**src/rtl/multicycle_control.sv**
```systemverilog
// multicycle_control: fetch/decode/execute/writeback sequencer for the core.
// Owns PC, the instruction register, decoded field buses and halt status.
//
// Ports:
//   clk, rst         clock, async active-low reset
//   start            level; leaves IDLE when high
//   imem_req/addr    fetch request and address (addr == PC)
//   imem_ack/data    fetch response, data valid while ack high
//   PC               program counter (ALU AUIPC operand)
//   opcode..rd_addr  registered instruction fields and immediate
//   rf_we            one-cycle register-file write strobe
//   halted, illegal  halt status; illegal marks an unsupported opcode
//   retired          count of written-back instructions
module multicycle_control #(
   parameter int unsigned PC_STEP = 4,
   parameter int unsigned CNT_W   = 16
) (
   input  logic             clk,
   input  logic             rst,
   input  logic             start,
   output logic             imem_req,
   output logic [7:0]       imem_addr,
   input  logic             imem_ack,
   input  logic [31:0]      imem_data,
   output logic [7:0]       PC,
   output logic [6:0]       opcode,
   output logic [2:0]       funct3,
   output logic [6:0]       funct7,
   output logic [11:0]      imm,
   output logic [4:0]       rs1_addr,
   output logic [4:0]       rs2_addr,
   output logic [4:0]       rd_addr,
   output logic             rf_we,
   output logic             halted,
   output logic             illegal,
   output logic [CNT_W-1:0] retired
);

   typedef enum logic [2:0] {
      S_IDLE,
      S_FETCH,
      S_DECODE,
      S_EXECUTE,
      S_WRITEBACK,
      S_HALT
   } state_t;

   state_t      state;
   logic [31:0] ir;

   logic [6:0]  ir_op;
   logic        is_r;
   logic        is_i;
   logic        is_lui;
   logic        is_auipc;
   logic        op_ok;
   logic        is_ecall;
   logic [11:0] imm_d;

   assign ir_op    = ir[6:0];
   assign is_r     = (ir_op == 7'b0110011);
   assign is_i     = (ir_op == 7'b0010011);
   assign is_lui   = (ir_op == 7'b0110111);
   assign is_auipc = (ir_op == 7'b0010111);
   assign op_ok    = is_r | is_i | is_lui | is_auipc;
   assign is_ecall = (ir == 32'h0000_0073);

   // I-type and U-type both take instr[31:20]; U-type only carries
   // the top 12 bits of its immediate. R-type has no immediate.
   always_comb begin
      imm_d = '0;
      if (is_i | is_lui | is_auipc)
         imm_d = ir[31:20];
   end

   assign imem_addr = PC;

   always_ff @(posedge clk or negedge rst) begin
      if (!rst) begin
         state    <= S_IDLE;
         ir       <= '0;
         PC       <= '0;
         imem_req <= 1'b0;
         opcode   <= '0;
         funct3   <= '0;
         funct7   <= '0;
         imm      <= '0;
         rs1_addr <= '0;
         rs2_addr <= '0;
         rd_addr  <= '0;
         rf_we    <= 1'b0;
         halted   <= 1'b0;
         illegal  <= 1'b0;
         retired  <= '0;
      end else begin
         unique case (state)
            S_IDLE: begin
               if (start) begin
                  state    <= S_FETCH;
                  imem_req <= 1'b1;
               end
            end
            S_FETCH: begin
               if (imem_ack) begin
                  ir       <= imem_data;
                  imem_req <= 1'b0;
                  state    <= S_DECODE;
               end
            end
            S_DECODE: begin
               // Fields only move when the instruction will execute,
               // so a halt leaves the previous instruction visible.
               if (op_ok) begin
                  opcode   <= ir[6:0];
                  rd_addr  <= ir[11:7];
                  funct3   <= ir[14:12];
                  rs1_addr <= ir[19:15];
                  rs2_addr <= ir[24:20];
                  funct7   <= ir[31:25];
                  imm      <= imm_d;
                  state    <= S_EXECUTE;
               end else begin
                  halted   <= 1'b1;
                  illegal  <= ~is_ecall;
                  state    <= S_HALT;
               end
            end
            S_EXECUTE: begin
               // x0 is hardwired zero: suppress the strobe.
               rf_we <= |rd_addr;
               state <= S_WRITEBACK;
            end
            S_WRITEBACK: begin
               rf_we    <= 1'b0;
               PC       <= PC + 8'(PC_STEP);
               retired  <= retired + CNT_W'(1);
               imem_req <= 1'b1;
               state    <= S_FETCH;
            end
            S_HALT: begin
            end
            default: begin
               state <= S_IDLE;
            end
         endcase
      end
   end

endmodule

```
**config.mk**
```make
export PLATFORM = sky130hd
export DESIGN_NAME = multicycle_control
export DESIGN_NICKNAME = d
export VERILOG_FILES = /design/src/rtl/multicycle_control.sv
export SDC_FILE = /design/constraint.sdc
export NUM_CORES = 1
export LEC_CHECK = 0
export CORE_ASPECT_RATIO = 1.75
export CORE_MARGIN = 1
export CORE_UTILIZATION = 25
export DETAILED_ROUTE_END_ITERATION = 12
export PLACE_DENSITY_LB_ADDON = 0.05
export SYNTH_ARGS = -nofsm -noshare
export SYNTH_HDL_FRONTEND = slang
export SYNTH_SLANG_ARGS = --single-unit
```
**constraint.sdc**
```tcl
create_clock -name clk -period 1.8 [get_ports clk]
set_clock_uncertainty 0.05 [all_clocks]
set_input_delay 0.18 -clock clk [delete_from_list [all_inputs] [get_ports clk]]
set_output_delay 0.18 -clock clk [all_outputs]
set_load 0.01 [all_outputs]
```
==> results of run 1 <==
==> worst max-delay path: cells and delay by family (launching register included) <==
kind	cells	cell delay, ns
AND/OR/NAND/NOR	3	0.94
multiplexers	1	0.28
flip-flops	1	0.38
==> power breakdown <==
group | switching (µW) | internal, µW
clock network | 915 | 1230
logic | 71.8 | 81.3
registers | 0.879 | 2360
total | 988 | 3670
==> layout make-up <==
type / count / area [µm²]
well taps: 227 / 284
clock buffers: 10 / 229
clock inverters: 6 / 91.3
fillers: 1713 / 10700
flip-flops and latches: 105 / 2630
repair buffers: 137 / 1350
multi-input cells: 185 / 1530
inverters: 14 / 52.6
==> flip-flops by register name, summed over array words and instances, names as in the netlist, 5 cells and up <==
| name | count |
|---|---|
| rs1_addr | 5 |
| imm | 12 |
| retired | 16 |
| ir | 32 |
| funct7 | 7 |
| opcode | 7 |
| PC | 6 |
| rd_addr | 5 |
| rs2_addr | 5 |
==> cells in the final DEF, fill, tap and decap left out, types with 4 or more instances in the layout <==
cell type        synthesis  final
xor2_1                  10     10
mux2_2                  57     57
a21oi_1                  5      5
nor3_1                   4      4
nand2_1                  8      8
clkbuf_16                0      9
conb_1                   1      4
o21ai_0                 14     14
nand3_1                 16     16
nor2_1                   9      9
buf_4                   13     22
mux2_1                   5      5
dfrtp_1                105    104
nand4_1                 10     10
inv_1                   14     14
xnor2_1                 10     10
clkdlybuf4s50_1          0    110
==> timing repair <==
action / CTS / global route
hold buffers: 1 / 0
pin swaps: 0 / 4
cloned: 0 / 1
endpoints found under the hold margin: 29 / 0
buffers inserted: 0 / 2
setup endpoints to repair: 28 / 32
resized for setup: 5 / 9
==> per-layer routing <==
layer	track usage	up-vias
met5	0	-
met2	0.229	70
met3	0.0247	14
li1	-	1373
met4	0.0489	0
met1	0.159	1442
==> final timing paths <==
kind / startpoint / end / slack, ns / cells past startpoint
worst max-delay path: ir[12] / illegal / 0.03 / 4
worst min-delay path: rst / retired[5] / 0.28 / 2
worst max register to register: ir[12] / illegal / 0.03 / 4
worst min register to register: retired[15] / retired[15] / 0.42 / 1
max in group asynchronous: rst / state[2] / 0.77 / 3
min in group clk: imem_data[4] / ir[4] / 0.39 / 2
==> cell families (layout without fill, tap and decap cells) <==
kind of cell,Yosys count,in the layout,share of synthesized area
AOI/OAI and AO/OA,22,22,0.0276
xor gates and xnor gates,20,20,0.0406
adders and majority gates,2,2,0.00581
buffers and inverters,38,167,0.0488
DFF,105,105,0.610
muxes,62,62,0.162
other,1,4,0.000870
and+or+nand+nor,75,75,0.105
==> per-stage QoR <==
step | total power (µW) | hold WS, ns | instances
2_1_floorplan | 2420 | -0.166 | 328
3_3_place_gp | 2570 | 0.111 | 664
3_5_place_dp | 2560 | 0.118 | 664
4_1_cts | 4730 | 0.290 | 681
5_1_grt | 4830 | 0.319 | 684
6_report | 4650 | 0.278 | 684
==> summary.md, run 1 <==
| Metric | Value |
|---|---|
| Clock Latency Late Sink | `roughly 0.35 ns` |
| RSZ-0062 raised after global routing | `true` |
| Worst-margin pin slew | `0.483 ns` |
| PnR worst setup slack | `0.0271 ns` |
| Final period util | `0.985` |
| Clock transition at the registers of the reported paths | `0.07 ns` |
| Met2 wire len | `5960 µm` |
| Post-route cell area | `6160 µm²` |
| Ys flop type | `dfrtp_1` |
| Initial antenna violation count | `0` |
| Largest net degree at the start of global routing | `51` |
| Async set-reset flop share out of synthesis | `1.00` |
| Worst hold-check path type | `input port to async pin` |
| Final-report hold violation count | `0` |
| # Max-Cap Violations | `0` |
| Mapped Cells | `~330` |
| Site row count | `63` |
| Routed wire length per instance | `around 16 µm` |
| Pre-antenna DRT Iters | `4` |
| Final slew viol count | `0` |
| CP startpoint kind | `flip-flop` |
| Synth unique cells | `35` |
| Critical path type | `flip-flop to flip-flop` |
| H-tree lvl count | `3` |
| WL final | `between 10000 and 15000 µm` |
| Residual DRC | `0` |
| Clock sink total | `around 110` |
| Post-DP HPWL | `8060 µm` |
| Initial core utilization | `0.255` |
| Peak VDD IR | `0.475 mV` |
| CTS Root Cell | `clkbuf_16` |
| Top-count cell post-synth | `dfrtp_1` |
| Synth-to-layout area growth | `43.1%` |
| Gr ovfl total | `0` |
| Vias in the first global route | `about 3.1k` |
| Routability cong. | `0.733` |
| Diodes inserted | `0` |
| Nets | `between 400 and 500` |
| CP Capture Type | `flip-flop` |
| Number of buffers created by CTS | `9` |
| Synth Cell Area | `4310 µm²` |
| Synth Register Bits | `105` |
| CP required | `1.98 ns` |
| TritonCTS clock tree | `built` |
| # IOs | `about 120` |
| Top post-synthesis cells by area | `dfrtp_1 61%, mux2_2 15%, buf_4 2.3%` |
| Final Core Density | `0.365` |
| Met3 WL post-DR | `400 µm` |
| CP peak stage delay | `0.54 ns` |
| Die Footprint | `17800 µm²` |
| First-pass GRT wire length | `between 15000 and 20000 µm` |
| Die span in y | `roughly 180 µm` |
| Register area share after synthesis | `0.610` |
| Number of synthesized flops with an enable pin | `0` |
| CP max-delay cell | `or4_4` |
| Post-synth top area share | `0.610` |
| M1 WL | `4480 µm` |
| Synth warn | `0` |
| Vias per cell | `4.24` |
| Crit path time final | `1.77 ns` |
| Place WS | `-0.146 ns` |
| Fmax | `564 MHz` |
| Pwr/cell area | `755 nW/µm²` |
| Worst-path maximum fanout | `2` |
| Crit path DAT | `1.95 ns` |
| Post-synth top cells | `105 x dfrtp_1, 57 x mux2_2, 16 x nand3_1` |
| Number of port buffers | `111` |
| Crit-path cells | `or4_4 > nor4_4 > nand4_1 > mux2_2` |
| Post-route setup TNS | `0 ns` |
| Ratio of cells with drive above 1 in the final layout | `0.243` |
| Placed cell areas | `5750 µm²` |
| CTS max path bufs | `2` |
| Total number of vias | `2899` |
| Final setup viols | `0` |
| Status | `finished, final reports clean` |
| 1st-iter DRT viols | `57` |
| Core ar. | `roughly 17000 µm²` |
| Mapped Avg Cell Area | `13.3 µm²` |
| Dominant cell type by area after synthesis | `dfrtp_1` |
| Leak | `0.00280 µW` |
| DIE WIDTH | `101 µm` |
| Uppermost layer routed | `met4` |
| Slew margin rel. | `0.674` |
| Antenna viol nets, final | `0` |
| Global Route Usage Sum | `0.132` |
(Power assumes the default switching activity.)
==> run 2: changes to the inputs <==
Settings changed: TNS_END_PERCENT from default to 20.
==> results of run 2 <==
The final DEF is identical to that of run 1; final timing and power are the same.
==> run 3: changes to the inputs <==
Settings changed: CTS_BUF_LIST from default to sky130_fd_sc_hd__clkbuf_4 sky130_fd_sc_hd__clkbuf_8, SLEW_MARGIN from default to 0.
==> run 3 against run 2 <==
Flip-flop and latch count unchanged. Clock-buffer cell count is the same. Critical path depth unchanged. Combinational power about the same. Cell area shrank 1.8%. First-iteration DRC count decreased by 25%. Sequential share of layout area increased by 0.75 points. Hold slack worse by 0.031 ns. Global-route usage about the same. Largest power group unchanged.
==> summary.md, run 3 (synthesized netlist as in run 1, its figures left out) <==
| Metric | Value |
|---|---|
| Switching Fraction | `0.223 (was 0.212)` |
| Number of port buffers | `111 (unchanged)` |
| Seq pwr share | `0.565 (was 0.507)` |
| Die Footprint | `17800 µm² (unchanged)` |
| Pre-antenna DRT Iters | `4 (unchanged)` |
| Nets | `489 (was 490)` |
| Worst hold-check path type | `input port to async pin (unchanged)` |
| Antenna viol nets, final | `0 (unchanged)` |
| Peak VDD IR | `0.384 mV (was 0.475 mV)` |
| Crit path DAT | `2.00 ns (was 1.95 ns)` |
| Largest net degree at the start of global routing | `51 (unchanged)` |
| Biggest regs | `ir x32, retired x16, imm x12 (unchanged)` |
| Initial antenna violation count | `0 (unchanged)` |
| NetSw | `932 µW (was 988 µW)` |
| Clock Latency Late Sink | `0.37 ns (was 0.35 ns)` |
| Placed insts | `664 (unchanged)` |
| Routability cong. | `0.733 (unchanged)` |
| WL final | `10900 µm (was 11000 µm)` |
| Worst-path maximum fanout | `2 (unchanged)` |
| Clock sink total | `105 (unchanged)` |
| Synth-to-layout area growth | `40.5% (was 43.1%)` |
| Largest register by flop count | `ir (unchanged)` |
| Diodes inserted | `0 (unchanged)` |
| Number of buffers created by CTS | `9 (unchanged)` |
| Fill count | `1716 (was 1713)` |
| CP required | `2.01 ns (was 1.98 ns)` |
| Most frequent cells in the layout | `110 x clkdlybuf4s50_1, 105 x dfrtp_1, 57 x mux2_2 (was 110 x clkdlybuf4s50_1, 104 x dfrtp_1, 57 x mux2_2)` |
| 1st-iter DRT viols | `43 (was 57)` |
| H-tree lvl count | `3 (unchanged)` |
| CTS max path bufs | `2 (unchanged)` |
| Clock share of power | `0.398 (was 0.460)` |
| Final setup viols | `0 (unchanged)` |
| Power Total | `4180 µW (was 4650 µW)` |
| Post-route cell area | `6050 µm² (was 6160 µm²)` |
| Number of flip-flops in the largest register | `32 (unchanged)` |
| Initial core utilization | `0.255 (unchanged)` |
| First-pass GRT wire length | `17600 µm (was 17700 µm)` |
| Placed cell areas | `5750 µm² (unchanged)` |
| Die span in y | `176 µm (unchanged)` |
| Finished Layout Cells | `683 (was 684)` |
| Vias per cell | `4.21 (was 4.24)` |
| Routed wire length per instance | `15.9 µm (was 16.1 µm)` |
| Core ar. | `16900 µm² (unchanged)` |
| CP Capture Type | `flip-flop (unchanged)` |
| DIE WIDTH | `101 µm (unchanged)` |
| Status | `finished, final reports clean (unchanged)` |
| TritonCTS clock tree | `built (unchanged)` |
| Site row count | `63 (unchanged)` |
| Commonest non-fill, non-tap cell in the layout | `clkdlybuf4s50_1 (unchanged)` |
| Final period util | `0.991 (was 0.985)` |
| Int Pwr | `3240 µW (was 3670 µW)` |
| Global Route Usage Sum | `0.132 (about the same)` |
| Clock transition at the registers of the reported paths | `0.11 ns (was 0.07 ns)` |
| Ratio of cells with drive above 1 in the final layout | `0.241 (was 0.243)` |
| Residual DRC | `0 (unchanged)` |
| Part of the power in combinational logic | `0.037 (was 0.033)` |
| Pwr/cell area | `690 nW/µm² (was 755 nW/µm²)` |
| Gr ovfl total | `0 (unchanged)` |
| Post-DP HPWL | `8060 µm (unchanged)` |
| Fmax | `560 MHz (was 564 MHz)` |
| Final slew viol count | `0 (unchanged)` |
| Final-report hold violation count | `0 (unchanged)` |
| Critical path type | `flip-flop to flip-flop (unchanged)` |
| Vias in the first global route | `3116 (was 3110)` |
| CP startpoint kind | `flip-flop (unchanged)` |
| Total number of vias | `2877 (was 2899)` |
| CTS Root Cell | `clkbuf_8 (was clkbuf_16)` |
| # Max-Cap Violations | `0 (unchanged)` |
| Crit path time final | `1.78 ns (was 1.77 ns)` |
| Leak | `0.00276 µW (was 0.00280 µW)` |
| Post-route setup TNS | `0 ns (unchanged)` |
| # IOs | `116 (unchanged)` |
| Hold WS | `0.247 ns (was 0.278 ns)` |
| RSZ-0062 raised after global routing | `true (unchanged)` |
[run 3: routing by layer]
layer,up-vias,part of all wire,wire length (µm),GRT usage
li1,1367,-,-,-
met4,0,0.013,145,0.0489
met2,68,0.54,5830,0.229
met3,9,0.037,399,0.0247
met5,-,0,0,0
met1,1433,0.41,4510,0.159
[run 3: per-stage QoR]
stage	utilization	setup slack (ns)
finish	0.359	0.0158
floorplan	-	0.126
detailed placement	0.341	-0.146
CTS	0.358	-0.0217
global placement	0.341	-0.101
global route	0.359	-0.0395
[run 3: power by group through the flow]
stage               registers, µW  logic (µW)  clock network, µW
finish                       2360         153               1660
global route                 2360         171               1810
CTS                          2360         161               1730
detailed placement           2410         159                  0
global placement             2410         160                  0
floorplan                    2410        14.8                  0
[run 3: area by class of cell]
type / count / area [µm²] / area share
multi-input cells: 185 / 1540 / 0.254
flip-flops and latches: 105 / 2630 / 0.434
clock buffers: 10 / 131 / 0.0217
repair buffers: 136 / 1330 / 0.220
well taps: 227 / 284 / 0.0469
inverters: 14 / 52.6 / 0.00868
clock inverters: 6 / 91.3 / 0.0151
[run 3: path summary, 6_finish.rpt]
check	cells past startpoint	slack [ns]	startpoint	endpoint
setup reg to reg	4	0.02	ir[12]	illegal
min in group clk	2	0.36	imem_data[4]	ir[4]
hold / removal	2	0.25	rst	retired[5]
setup / recovery	4	0.02	ir[12]	illegal
hold reg to reg	1	0.42	retired[15]	retired[15]
max in group asynchronous	3	0.82	rst	retired[11]
[run 3: repair_timing]
action | 4_1_cts | 5_1_grt
gates resized for setup | 7 | 3
setup endpoints to repair | 29 | 1
hold buffers | 1 | 0
pin swaps | 1 | 3
hold endpoints to repair | 29 | 0
buffers inserted | 1 | 1
[run 3: critical path, stage by stage, from the launching register on]
cell and delay [ns]:
dfrtp_1 0.39, or4_4 0.54, nor4_4 0.30, nand4_1 0.12, mux2_2 0.28
